## src/rtl/seg7_scan_decoder_if.sv

```systemverilog
// rtl/seg7_scan_decoder_if.sv - display bus and decoded frame signals
// master drives the display pins and observes frames; slave is the decoder.
interface seg7_scan_decoder_if #(
  parameter int NUM_DIGITS = 4
);
  logic [NUM_DIGITS-1:0]   an_in;
  logic [6:0]              seg_in;
  logic [4*NUM_DIGITS-1:0] bcd_out;
  logic [NUM_DIGITS-1:0]   digit_err;
  logic                    frame_valid;
  logic                    frame_err;
  logic                    link_lost;

  modport master (
    output an_in, seg_in,
    input  bcd_out, digit_err, frame_valid, frame_err, link_lost
  );

  modport slave (
    input  an_in, seg_in,
    output bcd_out, digit_err, frame_valid, frame_err, link_lost
  );
endinterface

```

## src/rtl/seg7_scan_decoder.sv

```systemverilog
// rtl/seg7_scan_decoder.sv - recovers BCD frames from a scanned 7-segment bus
// Debounces each anode/segment dwell, decodes it, and publishes full frames.
module seg7_scan_decoder #(
  parameter int NUM_DIGITS     = 4,
  parameter int STABLE_CYCLES  = 4,
  parameter int TIMEOUT_CYCLES = 65535
) (
  input logic               clk,
  input logic               rst_n,
  seg7_scan_decoder_if.slave bus
);
  localparam int W  = NUM_DIGITS + 7;
  localparam int CW = $clog2(STABLE_CYCLES + 1);
  localparam logic [CW-1:0] STABLE = CW'(STABLE_CYCLES);
  localparam logic [16:0]   TIMEOUT = 17'(TIMEOUT_CYCLES);

  typedef enum logic [0:0] {ACQUIRE, PUBLISH} state_t;

  state_t                  state_q;
  logic [W-1:0]            sync1_q, sync2_q, prev_q;
  logic [CW-1:0]           cnt_q, cnt_d;
  logic                    done_q, done_d;
  logic [16:0]             idle_q, idle_d;
  logic [NUM_DIGITS-1:0]   seen_q, seen_d;
  logic [4*NUM_DIGITS-1:0] buf_q, buf_d;
  logic [NUM_DIGITS-1:0]   errbuf_q, errbuf_d;
  logic [4*NUM_DIGITS-1:0] bcd_q;
  logic [NUM_DIGITS-1:0]   derr_q;
  logic                    ferr_q, lost_q;

  logic                    same, accept, take, publish, timeout;
  logic [NUM_DIGITS-1:0]   an_low;
  logic [4:0]              dec;

  function automatic logic [4:0] decode(input logic [6:0] seg);
    case (seg)
      7'b0000001: decode = 5'h00;
      7'b1001111: decode = 5'h01;
      7'b0010010: decode = 5'h02;
      7'b0000110: decode = 5'h03;
      7'b1001100: decode = 5'h04;
      7'b0100100: decode = 5'h05;
      7'b0100000: decode = 5'h06;
      7'b0001111: decode = 5'h07;
      7'b0000000: decode = 5'h08;
      7'b0000100: decode = 5'h09;
      7'b1111111: decode = 5'h0F;
      default:    decode = 5'h1E;
    endcase
  endfunction

  always_comb begin
    same   = (sync2_q == prev_q);
    cnt_d  = same ? ((cnt_q == STABLE) ? cnt_q : cnt_q + CW'(1)) : CW'(1);
    // A dwell fires once when its count first reaches STABLE; done_q blocks repeats.
    accept = (cnt_d == STABLE) && !(same && done_q);
    done_d = accept | (same & done_q);
    an_low = ~sync2_q[W-1:7];
    take   = accept && $onehot(an_low);
    dec    = decode(sync2_q[6:0]);

    seen_d   = seen_q;
    buf_d    = buf_q;
    errbuf_d = errbuf_q;
    if (take) begin
      for (int k = 0; k < NUM_DIGITS; k++) begin
        if (an_low[k]) begin
          seen_d[k]       = 1'b1;
          buf_d[4*k +: 4] = dec[3:0];
          errbuf_d[k]     = dec[4];
        end
      end
    end
    publish = &seen_d;

    idle_d  = take ? 17'd0 : ((idle_q == TIMEOUT) ? idle_q : idle_q + 17'd1);
    timeout = !take && (idle_d == TIMEOUT);
  end

  always_ff @(posedge clk or negedge rst_n) begin
    if (!rst_n) begin
      state_q  <= ACQUIRE;
      sync1_q  <= '1;
      sync2_q  <= '1;
      prev_q   <= '1;
      cnt_q    <= '0;
      done_q   <= 1'b0;
      idle_q   <= '0;
      seen_q   <= '0;
      buf_q    <= '1;
      errbuf_q <= '0;
      bcd_q    <= '1;
      derr_q   <= '0;
      ferr_q   <= 1'b0;
      lost_q   <= 1'b1;
    end else begin
      sync1_q  <= {bus.an_in, bus.seg_in};
      sync2_q  <= sync1_q;
      prev_q   <= sync2_q;
      cnt_q    <= cnt_d;
      done_q   <= done_d;
      idle_q   <= idle_d;
      buf_q    <= buf_d;
      errbuf_q <= errbuf_d;
      if (publish) begin
        // Outputs load on the completing edge so they are valid in the PUBLISH cycle.
        state_q <= PUBLISH;
        bcd_q   <= buf_d;
        derr_q  <= errbuf_d;
        ferr_q  <= |errbuf_d;
        lost_q  <= 1'b0;
        seen_q  <= '0;
      end else begin
        state_q <= ACQUIRE;
        seen_q  <= timeout ? '0 : seen_d;
        if (timeout) lost_q <= 1'b1;
      end
    end
  end

  assign bus.bcd_out     = bcd_q;
  assign bus.digit_err   = derr_q;
  assign bus.frame_valid = (state_q == PUBLISH);
  assign bus.frame_err   = ferr_q;
  assign bus.link_lost   = lost_q;
endmodule

```

## src/flat_wrapper.sv

```systemverilog
// flat-port wrapper written by rule: the top's interface ports become plain ports
module seg7_scan_decoder_flat 
#(
  parameter int NUM_DIGITS     = 4,
  parameter int STABLE_CYCLES  = 4,
  parameter int TIMEOUT_CYCLES = 65535
)
  (clk, rst_n, bus_an_in, bus_seg_in, bus_bcd_out, bus_digit_err, bus_frame_valid, bus_frame_err, bus_link_lost);
  seg7_scan_decoder_if #(.NUM_DIGITS(NUM_DIGITS)) bus_i ();
  input logic clk;
  input logic rst_n;
  input wire logic [$bits(bus_i.an_in)-1:0] bus_an_in;
  input wire logic [$bits(bus_i.seg_in)-1:0] bus_seg_in;
  output wire logic [$bits(bus_i.bcd_out)-1:0] bus_bcd_out;
  output wire logic [$bits(bus_i.digit_err)-1:0] bus_digit_err;
  output wire logic [$bits(bus_i.frame_valid)-1:0] bus_frame_valid;
  output wire logic [$bits(bus_i.frame_err)-1:0] bus_frame_err;
  output wire logic [$bits(bus_i.link_lost)-1:0] bus_link_lost;
  assign bus_i.an_in = bus_an_in;
  assign bus_i.seg_in = bus_seg_in;
  assign bus_bcd_out = bus_i.bcd_out;
  assign bus_digit_err = bus_i.digit_err;
  assign bus_frame_valid = bus_i.frame_valid;
  assign bus_frame_err = bus_i.frame_err;
  assign bus_link_lost = bus_i.link_lost;
  seg7_scan_decoder #(.NUM_DIGITS(NUM_DIGITS), .STABLE_CYCLES(STABLE_CYCLES), .TIMEOUT_CYCLES(TIMEOUT_CYCLES)) u_core (.clk(clk), .rst_n(rst_n), .bus(bus_i));
endmodule
```

## config.mk

```make
export PLATFORM = sky130hd
export DESIGN_NAME = seg7_scan_decoder_flat
export DESIGN_NICKNAME = d
export VERILOG_FILES = /design/src/rtl/seg7_scan_decoder_if.sv /design/src/rtl/seg7_scan_decoder.sv /design/src/flat_wrapper.sv
export SDC_FILE = /design/constraint.sdc
export NUM_CORES = 1
export LEC_CHECK = 0
export CAP_MARGIN = 20
export CORE_MARGIN = 1.5
export CORE_UTILIZATION = 41
export DETAILED_ROUTE_END_ITERATION = 10
export PLACE_DENSITY = 0.66
export RECOVER_POWER = 100
export SLEW_MARGIN = 20
export SYNTH_ARGS = -nofsm -noshare
export SYNTH_HDL_FRONTEND = slang
export SYNTH_SLANG_ARGS = --single-unit
```

## constraint.sdc

```tcl
create_clock -name clk -period 5.1 [get_ports clk]
set_input_delay 1.53 -clock clk [delete_from_list [all_inputs] [get_ports clk]]
set_output_delay 1.53 -clock clk [all_outputs]
set_load 0.02 [all_outputs]
```

# Word-level counts from Yosys, hierarchy flattened
# Index checks and enable logic that the tools add are counted.
[classes] addsub=5 n_eq_ne=16 n_mux=25 bitwise=3 n_reduce_logical=10
[op_table] operator="case mux 5 bit (11 select lines)" count=1
[op_table] operator="== test 17 x 16 -> 1 bit, second input constant" count=2
[op_table] operator="two-way mux 17 bit" count=2
[op_table] operator="two-way mux 4 bit" count=8
[op_table] operator="== test 7 bit, second input constant" count=3
[op_table] operator="adder 17 x 1 -> 17 bit, second input constant" count=1
[op_table] operator="two-way mux 16 bit" count=1
[op_table] operator="== test 7 x 3 -> 1 bit, second input constant" count=2
[op_table] operator="== test 7 x 6 -> 1 bit, second input constant" count=2
[op_table] operator="== test 11 bit" count=1
[op_table] operator="two-way mux 1 bit" count=11
[op_table] operator="== test 7 x 1 -> 1 bit, second input constant" count=1
[op_table] operator="== test 7 x 4 -> 1 bit, second input constant" count=1
[op_table] operator="== test 7 x 5 -> 1 bit, second input constant" count=1
[op_table] operator="logical NOT 7 bit" count=1
[op_table] operator="== test 3 bit, second input constant" count=2
[op_table] operator="two-way mux 3 bit" count=2
[op_table] operator="adder 1 x 1 -> 2 bit" count=2
[op_table] operator="logical AND 1 bit" count=4
[op_table] operator="NOT 4 bit" count=1
[op_table] operator="AND reduction 4 bit" count=1
[op_table] operator="OR reduction 4 bit" count=1
[op_table] operator="adder 3 x 1 -> 3 bit, second input constant" count=1
[op_table] operator="adder 3 bit" count=1
[op_table] operator="other kinds (5)" count=6
[totals] register_bits=101 output_inout_bits=23 elab_cells=73

# Depth between registers and ports, before layout
[logic_depth] depth_word=11 depth_mapped=13

# Least setup slack after synthesis
# OpenSTA, ideal clock, no wires.
[synth_path] kind="register -> register" startpoint="register u_core.sync2_q[10]" endpoint="register u_core.bcd_q[12], in the netlist u_core.bus.bcd_out[12]" setup_ns=0.085 arrival_ns=3.187 path_slack_ns=1.828 path_stages_with_launch=14 path_buffers=1 cell_sequence="dfstp_2 -> inv_1 -> ha_1 -> ha_1 -> inv_1 -> fa_1 -> nand4b_1 -> nor4_1 -> nand4_4 -> o21bai_2 -> nand4_4 -> clkinv_2 -> buf_8 -> mux2_1"
[synth_via] elab_chain_len=7 elab_cells_between_ends=16 classes_between="add/sub: 2; eq/ne: 3; mux: 5; bitwise: 1; reduce/logical: 5"
[synth_rtl] element="start, declared" line="seg7_scan_decoder.sv:20" rtl="logic [W-1:0] sync1_q, sync2_q, prev_q;"
[synth_rtl] element="start signal, assigned" line="seg7_scan_decoder.sv:98" rtl="sync2_q <= sync1_q;"
[synth_rtl] element="NOT 4 bit or == test 11 bit (tied branches)" line="seg7_scan_decoder.sv:58, seg7_scan_decoder.sv:53"
[synth_rtl] element="adder 1 x 1 -> 2 bit (implied by the code), or another cell as far along" line="seg7_scan_decoder.sv:59" rtl="take = accept && $onehot(an_low);"
[synth_rtl] element="adder 3 bit (implied by the code), or another cell as far along" line="seg7_scan_decoder.sv:59"
[synth_rtl] element="== test 3 x 1 -> 1 bit or logical AND 1 bit (tied branches)" line="seg7_scan_decoder.sv:59, seg7_scan_decoder.sv:56"
[synth_rtl] element="logical AND 1 bit" line="seg7_scan_decoder.sv:59"
[synth_rtl] element="two-way mux 4 bit (*)" line="seg7_scan_decoder.sv:65" rtl="if (take) begin"
[synth_rtl] element="AND reduction 4 bit (*)" line="seg7_scan_decoder.sv:74" rtl="publish = &seen_d;"
[synth_rtl] element="net u_core.publish" line="seg7_scan_decoder.sv:31" rtl="logic same, accept, take, publish, timeout;"
[synth_rtl] element="end signal, assigned" line="seg7_scan_decoder.sv:108" rtl="bcd_q <= buf_d;"
[synth_rtl] element="end, declared" line="seg7_scan_decoder.sv:27" rtl="logic [4*NUM_DIGITS-1:0] bcd_q;"
# Mark *: on every way through the listed nets, which the timed path passes. The rest lies on a longest branch.
# A chain may end at the register's enable or synchronous reset.

# Final worst setup path
[layout_path] startpoint="register u_core.sync2_q[7]" endpoint="register u_core.bcd_q[0], in the netlist u_core.bus.bcd_out[0]"
[layout_via] elab_chain_len=7 elab_cells_between_ends=16 classes_between="add/sub: 2; eq/ne: 3; mux: 5; bitwise: 1; reduce/logical: 5"
[layout_rtl] element="NOT 4 bit or == test 11 bit (tied branches)" line="seg7_scan_decoder.sv:58, seg7_scan_decoder.sv:53"
[layout_rtl] element="adder 1 x 1 -> 2 bit (implied by the code), or another cell as far along" line="seg7_scan_decoder.sv:59"
[layout_rtl] element="adder 3 bit (implied by the code), or another cell as far along" line="seg7_scan_decoder.sv:59"
[layout_rtl] element="== test 3 x 1 -> 1 bit or logical AND 1 bit (tied branches)" line="seg7_scan_decoder.sv:59, seg7_scan_decoder.sv:56"
[layout_rtl] element="logical AND 1 bit" line="seg7_scan_decoder.sv:59"
[layout_rtl] element="two-way mux 4 bit" line="seg7_scan_decoder.sv:65"
[layout_rtl] element="AND reduction 4 bit" line="seg7_scan_decoder.sv:74"
# Parallel ways exist; a longest one is shown, timed or not.

==> flow_metrics.env <==
export IMPL_status="finished, violations left"
export IMPL_violations="max-capacitance violations, max-slew violations"
export IMPL_end_kind="flip-flop"
export IMPL_cts_buffers=9
export IMPL_most_common_layout_cells="dfstp_2, nand2_1, nor2_1"
export IMPL_reg2reg_depth=12
export IMPL_cp_required_ns=5.39
export IMPL_rsz0062_at_grt="no"
export IMPL_worst_skew_pair_late_latency_ns=0.36
export IMPL_ff_latch_area_mm2=0.00261
export IMPL_multi_input_area_mm2=0.00165
export IMPL_drt_pass1_iter_count=4
export IMPL_port_buffers=35
export IMPL_peakVddDrop_mv=0.148
export IMPL_crit_arrival_ns=4.33
export IMPL_r2r_start="u_core.sync2_q[7]"
export IMPL_power_mw=1.41
export IMPL_grt_pass1_wl_um=14100
export IMPL_die_h_um=107
export IMPL_critical_path_class="reg -> reg"
export IMPL_routed_wl_um=8310
export IMPL_timing_rr_end="u_core.bus.bcd_out[0]"
export IMPL_ctsLongestPathBuffers=2
export IMPL_yosys_most_used_dff="dfstp_2"
export IMPL_routabilityCongestion=0.882
export IMPL_crit_family="simple AND/OR/NAND/NOR gates"
export IMPL_hold_viol=0
export IMPL_maxSlewHeadroom=-0.885
export IMPL_syn_area_mm2=0.00446
export IMPL_grt_start_max_net_pins=57
export IMPL_synth_top_cell_by_area="dfstp_2"
export IMPL_grt_ovfl_total=0
export IMPL_clk_pin_slew_ns=0.09
export IMPL_ios=36
export IMPL_hold_buffers=0
export IMPL_fin_skew_ns=0.0141
export IMPL_endpoint="u_core.bus.bcd_out[0]"
export IMPL_vias=2903
export IMPL_ys_warnings_count=0
export IMPL_p_per_area_mw_per_mm2=279
export IMPL_max_freq_ghz=0.247
export IMPL_placedCellCount=549
export IMPL_antenna_cells=0
export IMPL_hold_class="reg -> reg"
export IMPL_place_area_mm2=0.00492
export IMPL_antenna_found_initial=0
export IMPL_max_cap_viol_count=1
export IMPL_htreeDepth=3
export IMPL_period_share=0.792
export IMPL_ant_nets=0
export IMPL_whs_ns=0.364
export IMPL_post_cts_buffers=0
export IMPL_fillers=986
export IMPL_fin_crit_ns=4.04
export IMPL_setup_slack_ns=1.06
export IMPL_nets=444
export IMPL_first_iter_violations=158
export IMPL_core_area_mm2=0.0105
export IMPL_final_cell_area_mm2=0.00506
export IMPL_slowest_delay_ns=0.61
export IMPL_synth_area_top_cells="dfstp_2, dfrtp_1, nand2_1"
export IMPL_cts_tree="built"
export IMPL_ys_seq_area_frac=0.585
export IMPL_crit_buf_inv=3
export IMPL_cp_startpoint="u_core.sync2_q[7]"
export IMPL_tns_ns=0
export IMPL_final_core_utilization=0.484
export IMPL_place_ws_ns=1.43
export IMPL_tightest_slew_ns=2.83
export IMPL_root_buffer="clkbuf_8"
export IMPL_drv_slew=57
export IMPL_critPathSlowestCell="dfstp_1"
export IMPL_clock_sinks=101
export IMPL_finalSetupViolCount=0
export IMPL_cts_resized=0
export IMPL_syn_inst=390
export IMPL_final_common_cell="dfstp_2"
export IMPL_ys_ff_latch=101
export IMPL_wire_per_inst_um=14.7
export IMPL_ys_types=55
export IMPL_cp_num_cells=12
export IMPL_row_count=37
export IMPL_yosysTopAreaCellShare=0.389
export IMPL_place_hpwl_um=5910
export IMPL_worstPathMaxFanout=17
export IMPL_vias_per_cell=5.14
export IMPL_area_growth_pct=13.5
export IMPL_syn_avg_cell_area_um2=11.4
export IMPL_synth_fp_nets=410
export IMPL_initial_core_util=0.426
export IMPL_grt_pass1_vias=2836
export IMPL_synth_edf_count=0
export IMPL_track_usage=0.157
export IMPL_async_flop_share=1.00
export IMPL_drc=0
export IMPL_stdcell_count=565
export IMPL_die_area_mm2=0.0115
export IMPL_drive_gt1_frac=0.205
export IMPL_fp_dieW_um=107
export IMPL_reg2reg_setup_slack_ns=1.06
export IMPL_startpoint_type="flip-flop"
export IMPL_cp_cell_sequence="inv_1, ha_1, ha_1, inv_1, fa_1, nand4b_1, nor4_1, nand4_4, o21bai_1, nand4_1, clkinv_2, mux2_2"
export IMPL_cellLeakagePower_nw=2.21
## worst min-delay path by stage
stage | from | endpoint | slack, ns | cells past startpoint
2_1_floorplan | u_core.sync1_q[0] | u_core.sync2_q[0] | 0.35 | 0
3_3_place_gp | u_core.sync1_q[3] | u_core.sync2_q[3] | 0.35 | 0
3_5_place_dp | u_core.sync1_q[3] | u_core.sync2_q[3] | 0.35 | 0
4_1_cts | u_core.sync1_q[3] | u_core.sync2_q[3] | 0.36 | 0
5_1_grt | u_core.sync1_q[3] | u_core.sync2_q[3] | 0.37 | 0
6_report | u_core.sync1_q[3] | u_core.sync2_q[3] | 0.36 | 0
## cell families (layout without fill, tap and decap cells)
kind of cell               after synthesis  count (layout)  share of synthesized area
adders and majority gates                7               7                     0.0213
muxes                                   23              23                     0.0561
buffers and inverters                   35              74                     0.0342
AOI/OAI and AO/OA                       58              58                     0.0878
and+or+nand+nor                        143             143                      0.170
xor gates and xnor gates                23              23                     0.0452
DFF                                    101             101                      0.585
## flip-flops by register name, summed over array words and instances (netlist names)
signal                  flops
u_core.bus.digit_err        4
u_core.cnt_q                3
u_core.bus.bcd_out         16
u_core.bus.frame_valid      1
u_core.sync1_q             11
u_core.errbuf_q             4
u_core.buf_q               16
u_core.done_q               1
u_core.bus.link_lost        1
u_core.seen_q               4
u_core.idle_q              17
u_core.sync2_q             11
u_core.bus.frame_err        1
u_core.prev_q              11
## synth_stat cells (2+ instances only)
cell / n
nand4_1: 5
dfstp_2: 66
o21bai_2: 4
nand4_4: 2
a211oi_1: 3
nand2_1: 48
a31oi_1: 3
nor3_1: 10
and3_1: 3
nand3_1: 8
and4_1: 2
clkbuf_1: 7
a21o_1: 2
dfrtp_1: 35
nor2_1: 36
inv_1: 19
buf_2: 7
or3_1: 3
mux2_2: 7
mux2i_1: 7
o21ai_0: 8
nor4_1: 5
nand2b_1: 3
nor3b_1: 2
xnor2_1: 8
or4_1: 3
mux2_1: 9
and2_1: 2
ha_1: 6
xor2_1: 15
nor4_2: 2
a21oi_1: 5
nand2b_4: 3
o21ai_1: 21
## layer usage
metal  up-vias  GRT usage  share of wire
met2        73      0.239           0.46
met3        13     0.0400          0.040
li1       1406          -              -
met4         0     0.0581          0.017
met1      1411      0.216           0.48
met5         -          0              0
## where the power goes
group | switching [mW] | total [mW] | leakage, nW | internal [mW]
clock | 0.275 | 0.519 | 0.108 | 0.244
combinational | 0.0351 | 0.0545 | 0.953 | 0.0194
sequential | 0.0142 | 0.838 | 1.15 | 0.824
total | 0.324 | 1.41 | 2.21 | 1.09
## final cells by class
cell class,count,area share
Inverter,20,0.0151
Tap cell,136,0.0336
Sequential cell,101,0.515
Multi-Input combinational cell,254,0.325
Timing Repair Buffer,38,0.0707
Clock inverter,6,0.0133
Clock buffer,10,0.0272
No activity file was read; power rests on OpenSTA's default activity.
